<file path="src/rtl/alu_exec_unit_if.sv">
// Handshake and operand/result bundle between operand-read, the ALU execute
// stage and writeback. master = the surrounding pipeline, slave = the ALU.
interface alu_exec_unit_if #(
    parameter int XLEN = 32
);
    logic            in_valid;
    logic            in_ready;
    logic [3:0]      alu_ctr;
    logic [XLEN-1:0] a;
    logic [XLEN-1:0] b;
    logic            flush;
    logic            out_valid;
    logic            out_ready;
    logic [XLEN-1:0] result;
    logic            zero;
    logic            illegal;

    modport master (
        output in_valid, alu_ctr, a, b, flush, out_ready,
        input  in_ready, out_valid, result, zero, illegal
    );

    modport slave (
        input  in_valid, alu_ctr, a, b, flush, out_ready,
        output in_ready, out_valid, result, zero, illegal
    );
endinterface

</file>
<file path="src/rtl/alu_exec_unit.sv">
// Handshaked ALU execute stage: decodes alu_ctr, registers the result and
// zero flag, and performs shifts either in one cycle or one bit per cycle.
module alu_exec_unit #(
    parameter int XLEN       = 32,
    parameter int SHIFT_ITER = 0,
    parameter int SHAMT_W    = $clog2(XLEN)
) (
    input  logic           clk,
    input  logic           rst,
    alu_exec_unit_if.slave bus
);

    localparam bit ITER = (SHIFT_ITER != 0);

    typedef enum logic [1:0] {
        ST_IDLE  = 2'd0,
        ST_SHIFT = 2'd1,
        ST_DONE  = 2'd2
    } state_t;

    state_t               r_state;
    state_t               w_next;
    logic                 w_in_ready;
    logic                 w_out_valid;
    logic                 w_accept;
    logic                 w_legal;
    logic                 w_iter;
    logic [SHAMT_W-1:0]   w_shamt;
    logic [XLEN-1:0]      w_alu;
    logic [XLEN-1:0]      w_step;
    logic [XLEN-1:0]      r_work;
    logic [3:0]           r_op;
    logic [SHAMT_W-1:0]   r_cnt;
    logic [XLEN-1:0]      r_result;
    logic                 r_zero;
    logic                 r_illegal;

    function automatic logic f_legal(input logic [3:0] ctr);
        case (ctr)
            4'b0000, 4'b1000, 4'b0001, 4'b0010, 4'b0011,
            4'b0100, 4'b0101, 4'b1101, 4'b0110, 4'b0111: f_legal = 1'b1;
            default:                                     f_legal = 1'b0;
        endcase
    endfunction

    function automatic logic f_is_shift(input logic [3:0] ctr);
        f_is_shift = (ctr == 4'b0001) || (ctr == 4'b0101) || (ctr == 4'b1101);
    endfunction

    // Full single-cycle result; illegal codes yield zero.
    function automatic logic [XLEN-1:0] f_alu(input logic [3:0]      ctr,
                                              input logic [XLEN-1:0] op_a,
                                              input logic [XLEN-1:0] op_b);
        logic signed [XLEN-1:0] sa;
        logic signed [XLEN-1:0] sb;
        logic [SHAMT_W-1:0]     sh;
        sa = op_a;
        sb = op_b;
        sh = op_b[SHAMT_W-1:0];
        case (ctr)
            4'b0000: f_alu = op_a + op_b;
            4'b1000: f_alu = op_a - op_b;
            4'b0001: f_alu = op_a << sh;
            4'b0010: f_alu = {{(XLEN-1){1'b0}}, (sa < sb)};
            4'b0011: f_alu = {{(XLEN-1){1'b0}}, (op_a < op_b)};
            4'b0100: f_alu = op_a ^ op_b;
            4'b0101: f_alu = op_a >> sh;
            4'b1101: f_alu = sa >>> sh;
            4'b0110: f_alu = op_a | op_b;
            4'b0111: f_alu = op_a & op_b;
            default: f_alu = '0;
        endcase
    endfunction

    // One-bit step of the iterative shifter; sra replicates the sign bit.
    function automatic logic [XLEN-1:0] f_step(input logic [3:0]      op,
                                               input logic [XLEN-1:0] v);
        case (op)
            4'b0001: f_step = {v[XLEN-2:0], 1'b0};
            4'b0101: f_step = {1'b0, v[XLEN-1:1]};
            default: f_step = {v[XLEN-1], v[XLEN-1:1]};
        endcase
    endfunction

    assign w_shamt  = bus.b[SHAMT_W-1:0];
    assign w_legal  = f_legal(bus.alu_ctr);
    assign w_iter   = ITER && f_is_shift(bus.alu_ctr) && (w_shamt != '0);
    assign w_alu    = f_alu(bus.alu_ctr, bus.a, bus.b);
    assign w_step   = f_step(r_op, r_work);
    // flush wins over a same-cycle offer, so it blocks the accept
    assign w_accept = bus.in_valid & w_in_ready & ~bus.flush;

    // State register; reset discards any in-flight shift.
    always_ff @(posedge clk) begin
        if (rst) begin
            r_state <= ST_IDLE;
        end else begin
            r_state <= w_next;
        end
    end

    // Next-state decode; flush returns to IDLE from any state.
    always_comb begin
        w_next = r_state;
        if (bus.flush) begin
            w_next = ST_IDLE;
        end else begin
            case (r_state)
                ST_IDLE: begin
                    if (w_accept) w_next = w_iter ? ST_SHIFT : ST_DONE;
                end
                ST_SHIFT: begin
                    if (r_cnt == SHAMT_W'(1)) w_next = ST_DONE;
                end
                ST_DONE: begin
                    if (w_accept)          w_next = w_iter ? ST_SHIFT : ST_DONE;
                    else if (bus.out_ready) w_next = ST_IDLE;
                end
                default: w_next = ST_IDLE;
            endcase
        end
    end

    // Handshake outputs; DONE can accept when the held result is being taken.
    always_comb begin
        w_in_ready  = (r_state == ST_IDLE) | ((r_state == ST_DONE) & bus.out_ready);
        w_out_valid = (r_state == ST_DONE);
    end

    // Result, flags and shift counter; result stays put while not retired.
    always_ff @(posedge clk) begin
        if (rst) begin
            r_result  <= '0;
            r_zero    <= 1'b0;
            r_illegal <= 1'b0;
            r_cnt     <= '0;
        end else if (bus.flush) begin
            r_cnt <= '0;
        end else if (w_accept) begin
            if (w_iter) begin
                r_cnt <= w_shamt;
            end else begin
                r_result  <= w_alu;
                r_zero    <= (w_alu == '0);
                r_illegal <= ~w_legal;
            end
        end else if (r_state == ST_SHIFT) begin
            r_cnt <= r_cnt - SHAMT_W'(1);
            if (r_cnt == SHAMT_W'(1)) begin
                r_result  <= w_step;
                r_zero    <= (w_step == '0);
                r_illegal <= 1'b0;
            end
        end
    end

    // Iterative-shift work register and opcode; contents only matter in SHIFT.
    always_ff @(posedge clk) begin
        if (w_accept && w_iter) begin
            r_work <= bus.a;
            r_op   <= bus.alu_ctr;
        end else if (r_state == ST_SHIFT) begin
            r_work <= w_step;
        end
    end

    assign bus.in_ready  = w_in_ready;
    assign bus.out_valid = w_out_valid;
    assign bus.result    = r_result;
    assign bus.zero      = r_zero;
    assign bus.illegal   = r_illegal;

endmodule
</file>
<file path="src/flat_wrapper.sv">
// flat-port wrapper written by rule: the top's interface ports become plain ports
module alu_exec_unit_flat 
#(
    parameter int XLEN       = 32,
    parameter int SHIFT_ITER = 0,
    parameter int SHAMT_W    = $clog2(XLEN)
)
  (clk, rst, bus_in_valid, bus_alu_ctr, bus_a, bus_b, bus_flush, bus_out_ready, bus_in_ready, bus_out_valid, bus_result, bus_zero, bus_illegal);
  alu_exec_unit_if #(.XLEN(XLEN)) bus_i ();
  input  logic clk;
  input  logic rst;
  input wire logic [$bits(bus_i.in_valid)-1:0] bus_in_valid;
  input wire logic [$bits(bus_i.alu_ctr)-1:0] bus_alu_ctr;
  input wire logic [$bits(bus_i.a)-1:0] bus_a;
  input wire logic [$bits(bus_i.b)-1:0] bus_b;
  input wire logic [$bits(bus_i.flush)-1:0] bus_flush;
  input wire logic [$bits(bus_i.out_ready)-1:0] bus_out_ready;
  output wire logic [$bits(bus_i.in_ready)-1:0] bus_in_ready;
  output wire logic [$bits(bus_i.out_valid)-1:0] bus_out_valid;
  output wire logic [$bits(bus_i.result)-1:0] bus_result;
  output wire logic [$bits(bus_i.zero)-1:0] bus_zero;
  output wire logic [$bits(bus_i.illegal)-1:0] bus_illegal;
  assign bus_i.in_valid = bus_in_valid;
  assign bus_i.alu_ctr = bus_alu_ctr;
  assign bus_i.a = bus_a;
  assign bus_i.b = bus_b;
  assign bus_i.flush = bus_flush;
  assign bus_i.out_ready = bus_out_ready;
  assign bus_in_ready = bus_i.in_ready;
  assign bus_out_valid = bus_i.out_valid;
  assign bus_result = bus_i.result;
  assign bus_zero = bus_i.zero;
  assign bus_illegal = bus_i.illegal;
  alu_exec_unit #(.XLEN(XLEN), .SHIFT_ITER(SHIFT_ITER), .SHAMT_W(SHAMT_W)) u_core (.clk(clk), .rst(rst), .bus(bus_i));
endmodule
</file>
<file path="config.mk">
export PLATFORM = sky130hd
export DESIGN_NAME = alu_exec_unit_flat
export DESIGN_NICKNAME = d
export VERILOG_FILES = /design/src/rtl/alu_exec_unit_if.sv /design/src/rtl/alu_exec_unit.sv /design/src/flat_wrapper.sv
export SDC_FILE = /design/constraint.sdc
export NUM_CORES = 1
export LEC_CHECK = 0
export CAP_MARGIN = 20
export CORE_MARGIN = 1
export CORE_UTILIZATION = 55
export CTS_CLUSTER_SIZE = 25
export DETAILED_ROUTE_END_ITERATION = 10
export PLACE_DENSITY = 0.77
export SLEW_MARGIN = 20
export SYNTH_ARGS = -nofsm -noshare
export SYNTH_HDL_FRONTEND = slang
export SYNTH_SLANG_ARGS = --single-unit
</file>
<file path="constraint.sdc">
create_clock -name clk -period 6.44 [get_ports clk]
set_input_delay 1.288 -clock clk [delete_from_list [all_inputs] [get_ports clk]]
set_output_delay 1.288 -clock clk [all_outputs]
set_load 0.03 [all_outputs]
</file>
==> results.txt, run 1 <==
Crit. End Element -> register
synthesized-area fraction occupied by adder cells -> 0.110
first-pass GRT wire length -> 82200 um
Worst VDD drop -> 0.0832 mV
worst setup path category -> primary input to register
post-synthesis mux area share -> 0.177
LEAKAGE -> 5.14 nW
dominant synthesized flop cell -> dfxtp_1
combinational share of power -> 0.704
Final setup viols -> 0
Seq/Total Area, Yosys -> 0.0616
Netlist cell types -> 87
outcome -> finished clean
Tmin final -> 5.86 ns
routed len/inst -> 28.7 um
Reg area -> 701 um2
clock power share -> 0.146
Detailed Route WL -> 54900 um
Post-Synth Simple-Gate Area -> 0.220
clock transition at the registers of the reported paths -> 0.05 ns
P_int -> 0.792 mW
core outline area -> 20200 um2
initial DRC count -> 2490
Max Cap Viol -> 0
Worst Max-Slew Pin Slew -> 1.11 ns
hold_buf cts -> 0
vias in the first global route -> 13200
number of synthesis warnings -> 0
CTS Sinks -> 35
Sw Ratio -> 0.508
FMAX -> 171 MHz
Post-synth EDFFs -> 0
H-tree depth -> 2
Post-Syn Instances -> 1591
DR vias -> 14400
Die X -> 146 um
reg2reg setup slack -> 2.88 ns
Clock Latency Late Sink -> 0.28 ns
Max Slew Vio Count -> 0
IO Pins -> 109
critical path launch point -> bus_a[6]
Data required, critical path -> 6.62 ns
Worst Reg2Reg Path Length in Cells -> 13
final hold violation count -> 0
share of synthesized registers carrying an async set or reset -> 0
Cell Rows -> 52
TritonRoute pass-1 iters -> 7
#FFs+latches synth -> 35
syn_area_per_cell -> 7.14 um2
Pwr Density -> 125 nW/um2
Area Overhead vs Synth -> 13.6%
hold slack -> 0.455 ns
Arr. time, crit path -> 6.04 ns
Synth Area in XOR/XNOR -> 0.0123
clk_skew -> 0.00645 ns
Tot GR Track Use -> 0.505
Final period util -> 0.910
DRC errors left -> 0
Hold/Removal Path Class -> register to register
Post-CTS Resized -> 0
Routability Congestion -> 1.10
starting density of the core -> 0.562
Max-Slew Margin vs Limit -> 0.246
Vias/cell -> 7.55
Net Count, Synth -> 1763
worst r2r src -> u_core.r_state[1]$_SDFFE_PP0P_
pin count of the biggest net entering global routing -> 73
layout cell share with drive strength beyond 1 -> 0.119
mapped cell area -> 11400 um2
setup TNS -> 0 ns
multi-input combinational cell area -> 9770 um2
reg-to-reg endpoint -> u_core.bus.zero$_SDFFE_PP0P_
CP Max Fanout -> 14
ANT nets after route -> 0
cts bufs inserted -> 5
initial antenna violation count -> 3
TritonCTS clock tree -> done
placed wire-length estimate -> 42800 um
FILL cells -> 1898
Die Y -> 146 um
crit path launch type -> primary input
Flop pwr share -> 0.150
die footprint -> 21200 um2
Post-layout nets -> 1811
CTS Root Cell -> clkbuf_16
Psw -> 0.817 mW
clk buf depth -> 2
largest family of logic cells by synthesized area -> compound AO/OA/AOI/OAI gates
worst setup path endpoint -> u_core.bus.zero$_SDFFE_PP0P_
Post-CTS Setup Bufs -> 0
input/output buffers -> 108
Compound-Gate Fraction of Synth Area -> 0.336
Congestion Overflow GR -> 0
RSZ-0062 raised after global routing -> no
-- layout by cell type (no fill, tap or decap), types with 34 or more instances in the layout --
master and n:
a21oi_1 128, o21ai_0 88, mux2i_1 64, dfxtp_1 35
clkdlybuf4s50_1 103, nand2_1 123, mux4_2 40, nor3_1 41
nor2_1 165, a211oi_1 56, mux2_2 42, nand3_1 34
inv_1 96, ha_1 97, buf_4 62
-- flip-flops by register name, summed over array words and instances, names as in the netlist --
name / flops
u_core.bus.zero: 1
u_core.bus.illegal: 1
u_core.r_state: 1
u_core.bus.result: 32
-- critical path, cell delays in order --
cell and delay, ns:
clkdlybuf4s50_1 0.75, inv_1 0.09, ha_1 0.63, nor2b_1 0.12
nor4_1 0.35, a21oi_1 0.19, a211oi_1 0.62, o221ai_1 0.18
a2111oi_0 0.93, nand3_1 0.18, nor4_2 0.27, nand4_1 0.14
o41ai_2 0.29
-- routing by layer --
metal,vias to the layer above,track usage,share of wire
met5,-,0,0.00022
met3,290,0.141,0.15
met1,6646,0.659,0.37
li1,6126,-,-
met2,1357,0.752,0.41
met4,2,0.269,0.068
-- final cells by class --
type,instances,area share
sequential,35,0.0543
clock inverter,1,0.000388
clock buffer,6,0.0108
timing repair buffer,172,0.122
antenna,2,0.000388
tap,270,0.0262
inverter,101,0.0294
multi-input combinational,1324,0.757
-- cells in the mapped netlist (all sizes together) (10+ instances only) --
| cell type | instances | share of area |
|---|---|---|
| a31oi | 16 | 0.0088 |
| o221ai | 18 | 0.014 |
| and3 | 13 | 0.0072 |
| o211ai | 29 | 0.019 |
| ha | 97 | 0.11 |
| a221oi | 21 | 0.017 |
| nand2 | 123 | 0.041 |
| nor2b | 25 | 0.014 |
| o22ai | 18 | 0.0099 |
| clkbuf | 99 | 0.033 |
| nand2b | 16 | 0.0088 |
| a21o | 17 | 0.011 |
| nor3 | 41 | 0.018 |
| xnor2 | 11 | 0.0085 |
| nand3 | 34 | 0.015 |
| o21ai | 88 | 0.039 |
| dfxtp | 35 | 0.062 |
| o31ai | 14 | 0.0092 |
| buf | 32 | 0.016 |
| nor2 | 165 | 0.054 |
| and2 | 13 | 0.0072 |
| o21bai | 13 | 0.0086 |
| o2111ai | 11 | 0.0085 |
| nand4 | 13 | 0.0072 |
| inv | 97 | 0.032 |
| mux2 | 42 | 0.042 |
| nor4 | 14 | 0.0088 |
| mux4 | 40 | 0.079 |
| mux2i | 64 | 0.056 |
| or3 | 10 | 0.0059 |
| a211oi | 60 | 0.043 |
| a21oi | 128 | 0.056 |
-- how the worst min path moves through the flow --
stage / cells past startpoint / to / slack [ns] / startpoint
after CTS: 2 / u_core.bus.result[28]$_SDFFE_PP0P_ / 0.46 / u_core.bus.result[28]$_SDFFE_PP0P_
after floorplan: 2 / u_core.bus.illegal$_SDFFE_PP0P_ / 0.58 / u_core.bus.illegal$_SDFFE_PP0P_
final: 2 / u_core.bus.result[28]$_SDFFE_PP0P_ / 0.45 / u_core.bus.result[28]$_SDFFE_PP0P_
after global routing: 2 / u_core.bus.result[30]$_SDFFE_PP0P_ / 0.49 / u_core.bus.result[30]$_SDFFE_PP0P_
after detailed placement: 2 / u_core.bus.result[28]$_SDFFE_PP0P_ / 0.45 / u_core.bus.result[28]$_SDFFE_PP0P_
after global placement: 2 / u_core.bus.illegal$_SDFFE_PP0P_ / 0.44 / u_core.bus.illegal$_SDFFE_PP0P_
-- metrics by stage --
stage	cell area [um2]	instances	utilization	total power, mW	worst slack, ns
floorplan	11400	1591	-	0.925	0.940
global placement	12700	1902	0.630	1.31	0.629
detailed placement	12800	1902	0.630	1.31	0.481
CTS	12900	1909	0.637	1.55	0.762
global route	12900	1909	0.638	1.67	0.281
finish	12900	1911	0.638	1.61	0.580
-- power groups by stage --
stage                     logic, mW  clock network [mW]  registers (mW)
after floorplan               0.654                   0           0.271
after global placement         1.06                   0           0.244
after detailed placement       1.07                   0           0.245
after CTS                      1.07               0.236           0.240
after global routing           1.18               0.246           0.242
final                          1.13               0.235           0.241
-- cells by family after synthesis --
family | after synthesis
muxes | 146
DFF | 35
and+or+nand+nor | 513
xor gates and xnor gates | 16
buffers and inverters | 232
AOI/OAI and AO/OA | 550
adders and majority gates | 99
Note: power is estimated with default switching activity, not from simulation.
==> inputs of run 2 (changes only) <==
Settings changed: SETUP_SLACK_MARGIN set to 0.15.
==> results of run 2 <==
Final layout, timing and power as in run 1 (identical DEF).
